===== src/rtl/seg_monitor.sv =====
// ---------------------------------------------------------------------------
// seg_monitor
//   Readback monitor for the seven-segment display path. Synchronizes the
//   divided clock and segment bus, decodes the segment pattern on each falling
//   edge of the divided clock, and checks that successive digits increment
//   modulo MOD. It also measures the divided-clock period in clk cycles and
//   reports lock status and a saturating error count.
//
// Ports
//   clk            in   system clock, rising edge
//   rst_n          in   asynchronous active-low reset
//   i_ena          in   enable; low freezes everything except synchronizers
//   i_div_clk      in   divided clock, asynchronous to clk
//   i_disp[6:0]    in   segment bus, active-high, bit0=a .. bit6=g
//   o_digit[3:0]   out  last successfully decoded digit
//   o_valid        out  one-cycle pulse per sample taken
//   o_bad_pattern  out  one-cycle pulse: pattern not decodable / digit >= MOD
//   o_seq_err      out  one-cycle pulse: digit is not the expected successor
//   o_locked       out  level: LOCK_N consecutive good increments seen
//   o_err_cnt[7:0] out  total errors, saturating at 255
//   o_period       out  clk cycles between last two rising edges of i_div_clk
// ---------------------------------------------------------------------------
module seg_monitor #(
    parameter int MOD      = 10,
    parameter int LOCK_N   = 4,
    parameter int PERIOD_W = 16
) (
    input  logic                clk,
    input  logic                rst_n,
    input  logic                i_ena,
    input  logic                i_div_clk,
    input  logic [6:0]          i_disp,
    output logic [3:0]          o_digit,
    output logic                o_valid,
    output logic                o_bad_pattern,
    output logic                o_seq_err,
    output logic                o_locked,
    output logic [7:0]          o_err_cnt,
    output logic [PERIOD_W-1:0] o_period
);

    typedef enum logic [1:0] {
        IDLE   = 2'd0,
        ARMED  = 2'd1,
        LOCKED = 2'd2
    } state_t;

    // Returns {ok, digit}; digits at or above the modulus are not legal here.
    function automatic logic [4:0] seg_decode(input logic [6:0] pat);
        logic [3:0] d;
        logic       ok;
        ok = 1'b1;
        case (pat)
            7'h3F: d = 4'h0;
            7'h06: d = 4'h1;
            7'h5B: d = 4'h2;
            7'h4F: d = 4'h3;
            7'h66: d = 4'h4;
            7'h6D: d = 4'h5;
            7'h7D: d = 4'h6;
            7'h07: d = 4'h7;
            7'h7F: d = 4'h8;
            7'h6F: d = 4'h9;
            7'h77: d = 4'hA;
            7'h7C: d = 4'hB;
            7'h39: d = 4'hC;
            7'h5E: d = 4'hD;
            7'h79: d = 4'hE;
            7'h71: d = 4'hF;
            default: begin
                d  = 4'h0;
                ok = 1'b0;
            end
        endcase
        if ({1'b0, d} >= 5'(MOD)) ok = 1'b0;
        return {ok, d};
    endfunction

    function automatic logic [3:0] successor(input logic [3:0] x);
        return (x == 4'(MOD - 1)) ? 4'd0 : x + 4'd1;
    endfunction

    function automatic logic [7:0] sat_inc8(input logic [7:0] x);
        return (&x) ? x : x + 8'd1;
    endfunction

    function automatic logic [PERIOD_W-1:0] sat_inc_period(input logic [PERIOD_W-1:0] x);
        return (&x) ? x : x + {{(PERIOD_W-1){1'b0}}, 1'b1};
    endfunction

    // Synchronizer stages
    logic       r_s1, r_s2, r_s3;
    logic [6:0] r_d1, r_d2;

    // Monitor state
    state_t              r_state;
    logic [3:0]          r_digit;
    logic [3:0]          r_run;
    logic                r_valid;
    logic                r_bad;
    logic                r_seq;
    logic [7:0]          r_err_cnt;
    logic [PERIOD_W-1:0] r_cnt;
    logic [PERIOD_W-1:0] r_period;
    logic                r_seen;

    logic       w_rise, w_fall;
    logic [4:0] w_dec;
    logic       w_dec_ok;
    logic [3:0] w_dec_digit;
    logic [3:0] w_run_inc;

    state_t     w_state_nxt;
    logic [3:0] w_digit_nxt;
    logic [3:0] w_run_nxt;
    logic       w_valid_nxt;
    logic       w_bad_nxt;
    logic       w_seq_nxt;
    logic       w_err_inc;

    // Falls are the sampling point: the segment bus is mid-period and stable.
    assign w_rise      = r_s2 & ~r_s3;
    assign w_fall      = ~r_s2 & r_s3;
    assign w_dec       = seg_decode(r_d2);
    assign w_dec_ok    = w_dec[4];
    assign w_dec_digit = w_dec[3:0];
    assign w_run_inc   = (r_run == 4'(LOCK_N)) ? r_run : r_run + 4'd1;

    // Synchronizers run regardless of enable
    always_ff @(posedge clk or negedge rst_n) begin
        if (!rst_n) begin
            r_s1 <= 1'b0;
            r_s2 <= 1'b0;
            r_s3 <= 1'b0;
            r_d1 <= 7'd0;
            r_d2 <= 7'd0;
        end else begin
            r_s1 <= i_div_clk;
            r_s2 <= r_s1;
            r_s3 <= r_s2;
            r_d1 <= i_disp;
            r_d2 <= r_d1;
        end
    end

    // Sample evaluation: next state, digit, run length and pulses
    always_comb begin
        w_state_nxt = r_state;
        w_digit_nxt = r_digit;
        w_run_nxt   = r_run;
        w_valid_nxt = 1'b0;
        w_bad_nxt   = 1'b0;
        w_seq_nxt   = 1'b0;
        w_err_inc   = 1'b0;
        if (i_ena && w_fall) begin
            w_valid_nxt = 1'b1;
            if (!w_dec_ok) begin
                w_bad_nxt   = 1'b1;
                w_err_inc   = 1'b1;
                w_run_nxt   = 4'd0;
                w_state_nxt = IDLE;
            end else if (r_state == IDLE) begin
                w_digit_nxt = w_dec_digit;
                w_run_nxt   = 4'd0;
                w_state_nxt = ARMED;
            end else if (w_dec_digit == successor(r_digit)) begin
                w_digit_nxt = w_dec_digit;
                w_run_nxt   = w_run_inc;
                if (w_run_inc == 4'(LOCK_N)) w_state_nxt = LOCKED;
            end else begin
                w_seq_nxt   = 1'b1;
                w_err_inc   = 1'b1;
                w_digit_nxt = w_dec_digit;
                w_run_nxt   = 4'd0;
                w_state_nxt = ARMED;
            end
        end
    end

    // Registered monitor outputs; pulses fall to 0 whenever disabled
    always_ff @(posedge clk or negedge rst_n) begin
        if (!rst_n) begin
            r_state   <= IDLE;
            r_digit   <= 4'd0;
            r_run     <= 4'd0;
            r_valid   <= 1'b0;
            r_bad     <= 1'b0;
            r_seq     <= 1'b0;
            r_err_cnt <= 8'd0;
        end else begin
            r_valid <= w_valid_nxt;
            r_bad   <= w_bad_nxt;
            r_seq   <= w_seq_nxt;
            if (i_ena) begin
                r_state <= w_state_nxt;
                r_digit <= w_digit_nxt;
                r_run   <= w_run_nxt;
                if (w_err_inc) r_err_cnt <= sat_inc8(r_err_cnt);
            end
        end
    end

    // Period measurement; the first rise after reset only establishes a reference
    always_ff @(posedge clk or negedge rst_n) begin
        if (!rst_n) begin
            r_cnt    <= '0;
            r_period <= '0;
            r_seen   <= 1'b0;
        end else if (i_ena) begin
            if (w_rise) begin
                if (r_seen) r_period <= r_cnt;
                r_cnt  <= {{(PERIOD_W-1){1'b0}}, 1'b1};
                r_seen <= 1'b1;
            end else begin
                r_cnt <= sat_inc_period(r_cnt);
            end
        end
    end

    assign o_digit       = r_digit;
    assign o_valid       = r_valid;
    assign o_bad_pattern = r_bad;
    assign o_seq_err     = r_seq;
    assign o_locked      = (r_state == LOCKED);
    assign o_err_cnt     = r_err_cnt;
    assign o_period      = r_period;

endmodule


===== config.mk =====
export PLATFORM = sky130hd
export DESIGN_NAME = seg_monitor
export DESIGN_NICKNAME = d
export VERILOG_FILES = /design/src/rtl/seg_monitor.sv
export SDC_FILE = /design/constraint.sdc
export NUM_CORES = 1
export LEC_CHECK = 0
export BUFFER_PORTS_ARGS = -buffer_cell sky130_fd_sc_hd__buf_2
export CORE_MARGIN = 5
export CORE_UTILIZATION = 50
export CTS_CLUSTER_SIZE = 40
export DETAILED_ROUTE_END_ITERATION = 8
export GPL_ROUTABILITY_DRIVEN = 0
export GPL_TIMING_DRIVEN = 0
export PLACE_DENSITY = 0.8
export RECOVER_POWER = 50
export SETUP_SLACK_MARGIN = 0.15
export SKIP_CTS_REPAIR_TIMING = 1
export SLEW_MARGIN = 20
export SYNTH_ARGS = -nofsm -noshare
export SYNTH_HDL_FRONTEND = slang
export SYNTH_SLANG_ARGS = --single-unit

===== constraint.sdc =====
create_clock -name clk -period 2.7 [get_ports clk]
set_input_delay 0 -clock clk [delete_from_list [all_inputs] [get_ports clk]]
set_output_delay 0 -clock clk [all_outputs]
set_load 0.05 [all_outputs]

==> results.sh <==
export IMPL_final_layout_size_suffix_gt1_share_pct=30.7
export IMPL_syn_inst=310
export IMPL_insertion_delay_ns=0.34
export IMPL_dieArea_mm2=0.00855
export IMPL_portBuffers=42
export IMPL_cp_start_kind="register"
export IMPL_routedWlPerCell_um=14.8
export IMPL_h_tree_depth=3
export IMPL_avgSynthCellArea_um2=11.0
export IMPL_yosys_register_bits=71
export IMPL_placedCellCount=433
export IMPL_cts_max_path_buffers=2
export IMPL_num_nets_final=394
export IMPL_setup_viol=0
export IMPL_grt_antenna_before_repair=0
export IMPL_seq_area_mm2=0.00178
export IMPL_synth_edf_count=0
export IMPL_grt_pass1_wl_mm=11.3
export IMPL_core_area_mm2=0.00672
export IMPL_place_hpwl_mm=4.64
export IMPL_grt_pass1_vias=2464
export IMPL_final_fill_count=512
export IMPL_syn_area_mm2=0.00340
export IMPL_r2r_slack_ns=0.21
export IMPL_rsz0062_at_grt="true"
export IMPL_async_flop_share_pct=100
export IMPL_timing_rr_start="r_d2[3]$_DFF_PN0_"
export IMPL_yosysWarnings=0
export IMPL_numCtsBuffers=9
export IMPL_hold_path_class="in2reg"
export IMPL_ir_drop_uv=572
export IMPL_finClkSkew_ns=0.0104
export IMPL_critPathMaxFanout=10
export IMPL_clk_pin_slew_ns=0.07
export IMPL_ys_flop_type="dfrtp_1"
export IMPL_finalNonFillerCells=464
export IMPL_min_period_ns=2.49
export IMPL_ys_seq_area_share_pct=52.2
export IMPL_dr_pass1_iters=4
export IMPL_multi_input_area_mm2=0.00158
export IMPL_post_route_period_util_pct=92.3
export IMPL_clockRootBuffer="clkbuf_8"
export IMPL_track_usage_pct=16.2
export IMPL_fmax_mhz=401
export IMPL_vias=2567
export IMPL_arrival_ns=2.72
export IMPL_final_hold_viol_count=0
export IMPL_rows=30
export IMPL_synthToLayoutAreaGrowth_pct=21.4
export IMPL_power_density_mw_per_mm2=673
export IMPL_crit_type="reg2reg"
export IMPL_drv_cap=1
export IMPL_die_w_um=92.5
export IMPL_totalWireLength_mm=6.86
export IMPL_regToRegEndpoint="o_err_cnt[1]$_DFFE_PN0P_"
export IMPL_ant_nets=0
export IMPL_setup_worst_path_end="o_err_cnt[1]$_DFFE_PN0P_"
export IMPL_drc=0
export IMPL_synth_distinct_cells=60
export IMPL_worstMarginPinSlew_ns=2.08
export IMPL_grt_overflow=0
export IMPL_status="complete, but fails checks"
export IMPL_startpoint="r_d2[3]$_DFF_PN0_"
export IMPL_whs_ns=0.0353
export IMPL_synth_nets=325
export IMPL_clock_sinks=71
export IMPL_diodes=0
export IMPL_tritoncts="built"
export IMPL_via_per_inst=5.53
export IMPL_drtIter0Drc=226
export IMPL_r2r_cells=10
export IMPL_setup_tns_final_ns=0
export IMPL_start_util_pct=50.6
export IMPL_total_power_mw=2.78
export IMPL_grt_max_degree=39
export IMPL_violations="max-capacitance violations, max-slew violations"
export IMPL_ios=43
export IMPL_finish_utilization_pct=61.5
export IMPL_cp_required_ns=2.93
export IMPL_fp_dieH_um=92.5
export IMPL_slew_viol_final=38
export IMPL_slew_headroom_pct=-38.5
export IMPL_worstSetupEndpointType="register"
export IMPL_leakagePower_nw=1.90
worst max-delay path: stages, from the launching register on:
cell      delay, ns
dfrtp_1        0.40
buf_6          0.15
nand3b_1       0.14
nor3_2         0.07
o31ai_4        0.32
nand4_4        0.17
mux2_4         0.38
a211oi_4       0.20
buf_4          0.19
nor2_2         0.06
mux2_4         0.29
how the worst min path moves through the flow:
stage / cells after the start / slack [ns] / start / end
floorplan: 0 / -0.30 / rst_n / o_bad_pattern$_DFF_PN0_
global route: 3 / 0.03 / i_ena / r_cnt[1]$_DFFE_PN0P_
CTS: 1 / -0.38 / rst_n / o_digit[2]$_DFFE_PN0P_
detailed placement: 1 / -0.009 / rst_n / o_digit[2]$_DFFE_PN0P_
finish: 3 / 0.04 / i_ena / r_cnt[1]$_DFFE_PN0P_
global placement: 1 / 0.11 / i_disp[4] / r_d1[4]$_DFF_PN0_
synth_stat cells (2+ instances only):
cell type  number  area, um^2
nor3_1         11        55.1
o21ai_0        15        75.1
nand3b_1        3        22.5
or3_1           6        37.5
buf_2           2        10.0
nand4_1         7        43.8
nand2b_1        4        25.0
nor2_1         25        93.8
nand3_1        11        55.1
a21oi_2         3        26.3
a22oi_1         2        15.0
or2_2           2        12.5
nor2b_1         3        18.8
o21a_2          2        17.5
mux2_2         18         203
and3_1          2        12.5
ha_1            4        50.1
a31oi_1         2        12.5
mux2_4          2        30.0
inv_1           9        33.8
clkbuf_1        4        15.0
xor2_1         15         131
nand2_1        30         113
buf_4           2        15.0
nor4_1          4        25.0
nor3b_1         2        15.0
dfrtp_1        71        1780
buf_6           2        22.5
a21oi_1        13        65.1
xnor2_1         4        35.0
final cells by class:
type	count	area share [%]
multi-input combinational	219	38.4
clock buffer	10	3.09
inverter	9	0.818
sequential	71	43.0
clock inverter	6	1.70
buffer	11	1.79
timing repair buffer	58	8.79
tap	80	2.42
sequential cells by signal (all words and copies together) (netlist names):
name	cells
o_digit	4
r_s1	1
o_seq_err	1
r_cnt	16
r_d1	7
r_seen	1
o_valid	1
r_state	2
r_d2	7
r_run	4
r_s2	1
o_err_cnt	8
r_s3	1
o_bad_pattern	1
o_period	16
layer usage:
metal  wire, um  GRT usage, %  part of all wire (%)
met1       3160          21.9                    46
met4         65          6.93                  0.95
met5          0             0                     0
met3        242          3.09                   3.5
met2       3400          25.4                    50
metrics by stage:
stage	worst slack, ns	instance area (um^2)
final	0.207	4130
after global routing	0.0730	4130
after CTS	0.0572	3930
after detailed placement	0.0676	3730
after global placement	0.143	3710
after floorplan	0.232	3400
power breakdown:
| part | switching [mW] | internal [mW] |
|---|---|---|
| logic | 0.445 | 0.202 |
| registers | 0.114 | 1.17 |
| clock network | 0.411 | 0.434 |
cells by family (layout without fill, tap and decap cells):
group | Yosys count | in the layout | share of synthesized area, %
compound gates | 54 | 54 | 12.2
xor+xnor | 19 | 19 | 4.89
fa+ha+maj | 4 | 4 | 1.47
buf+inv | 20 | 94 | 2.98
flops | 71 | 71 | 52.2
mux | 21 | 21 | 7.25
simple gates | 121 | 121 | 18.9
cells in the final DEF, fill, tap and decap left out, types with 9 or more instances in the layout:
| cell | Yosys | final |
|---|---|---|
| clkbuf_8 | 0 | 9 |
| nand3_1 | 11 | 11 |
| xor2_1 | 15 | 15 |
| buf_2 | 2 | 41 |
| o21ai_0 | 15 | 15 |
| dlygate4sd3_1 | 0 | 9 |
| mux2_2 | 18 | 18 |
| nand2_1 | 30 | 30 |
| a21oi_1 | 13 | 13 |
| inv_1 | 9 | 9 |
| nor2_1 | 25 | 25 |
| dfrtp_1 | 71 | 70 |
| nor3_1 | 11 | 9 |
Power figures use the tool's default switching activity.
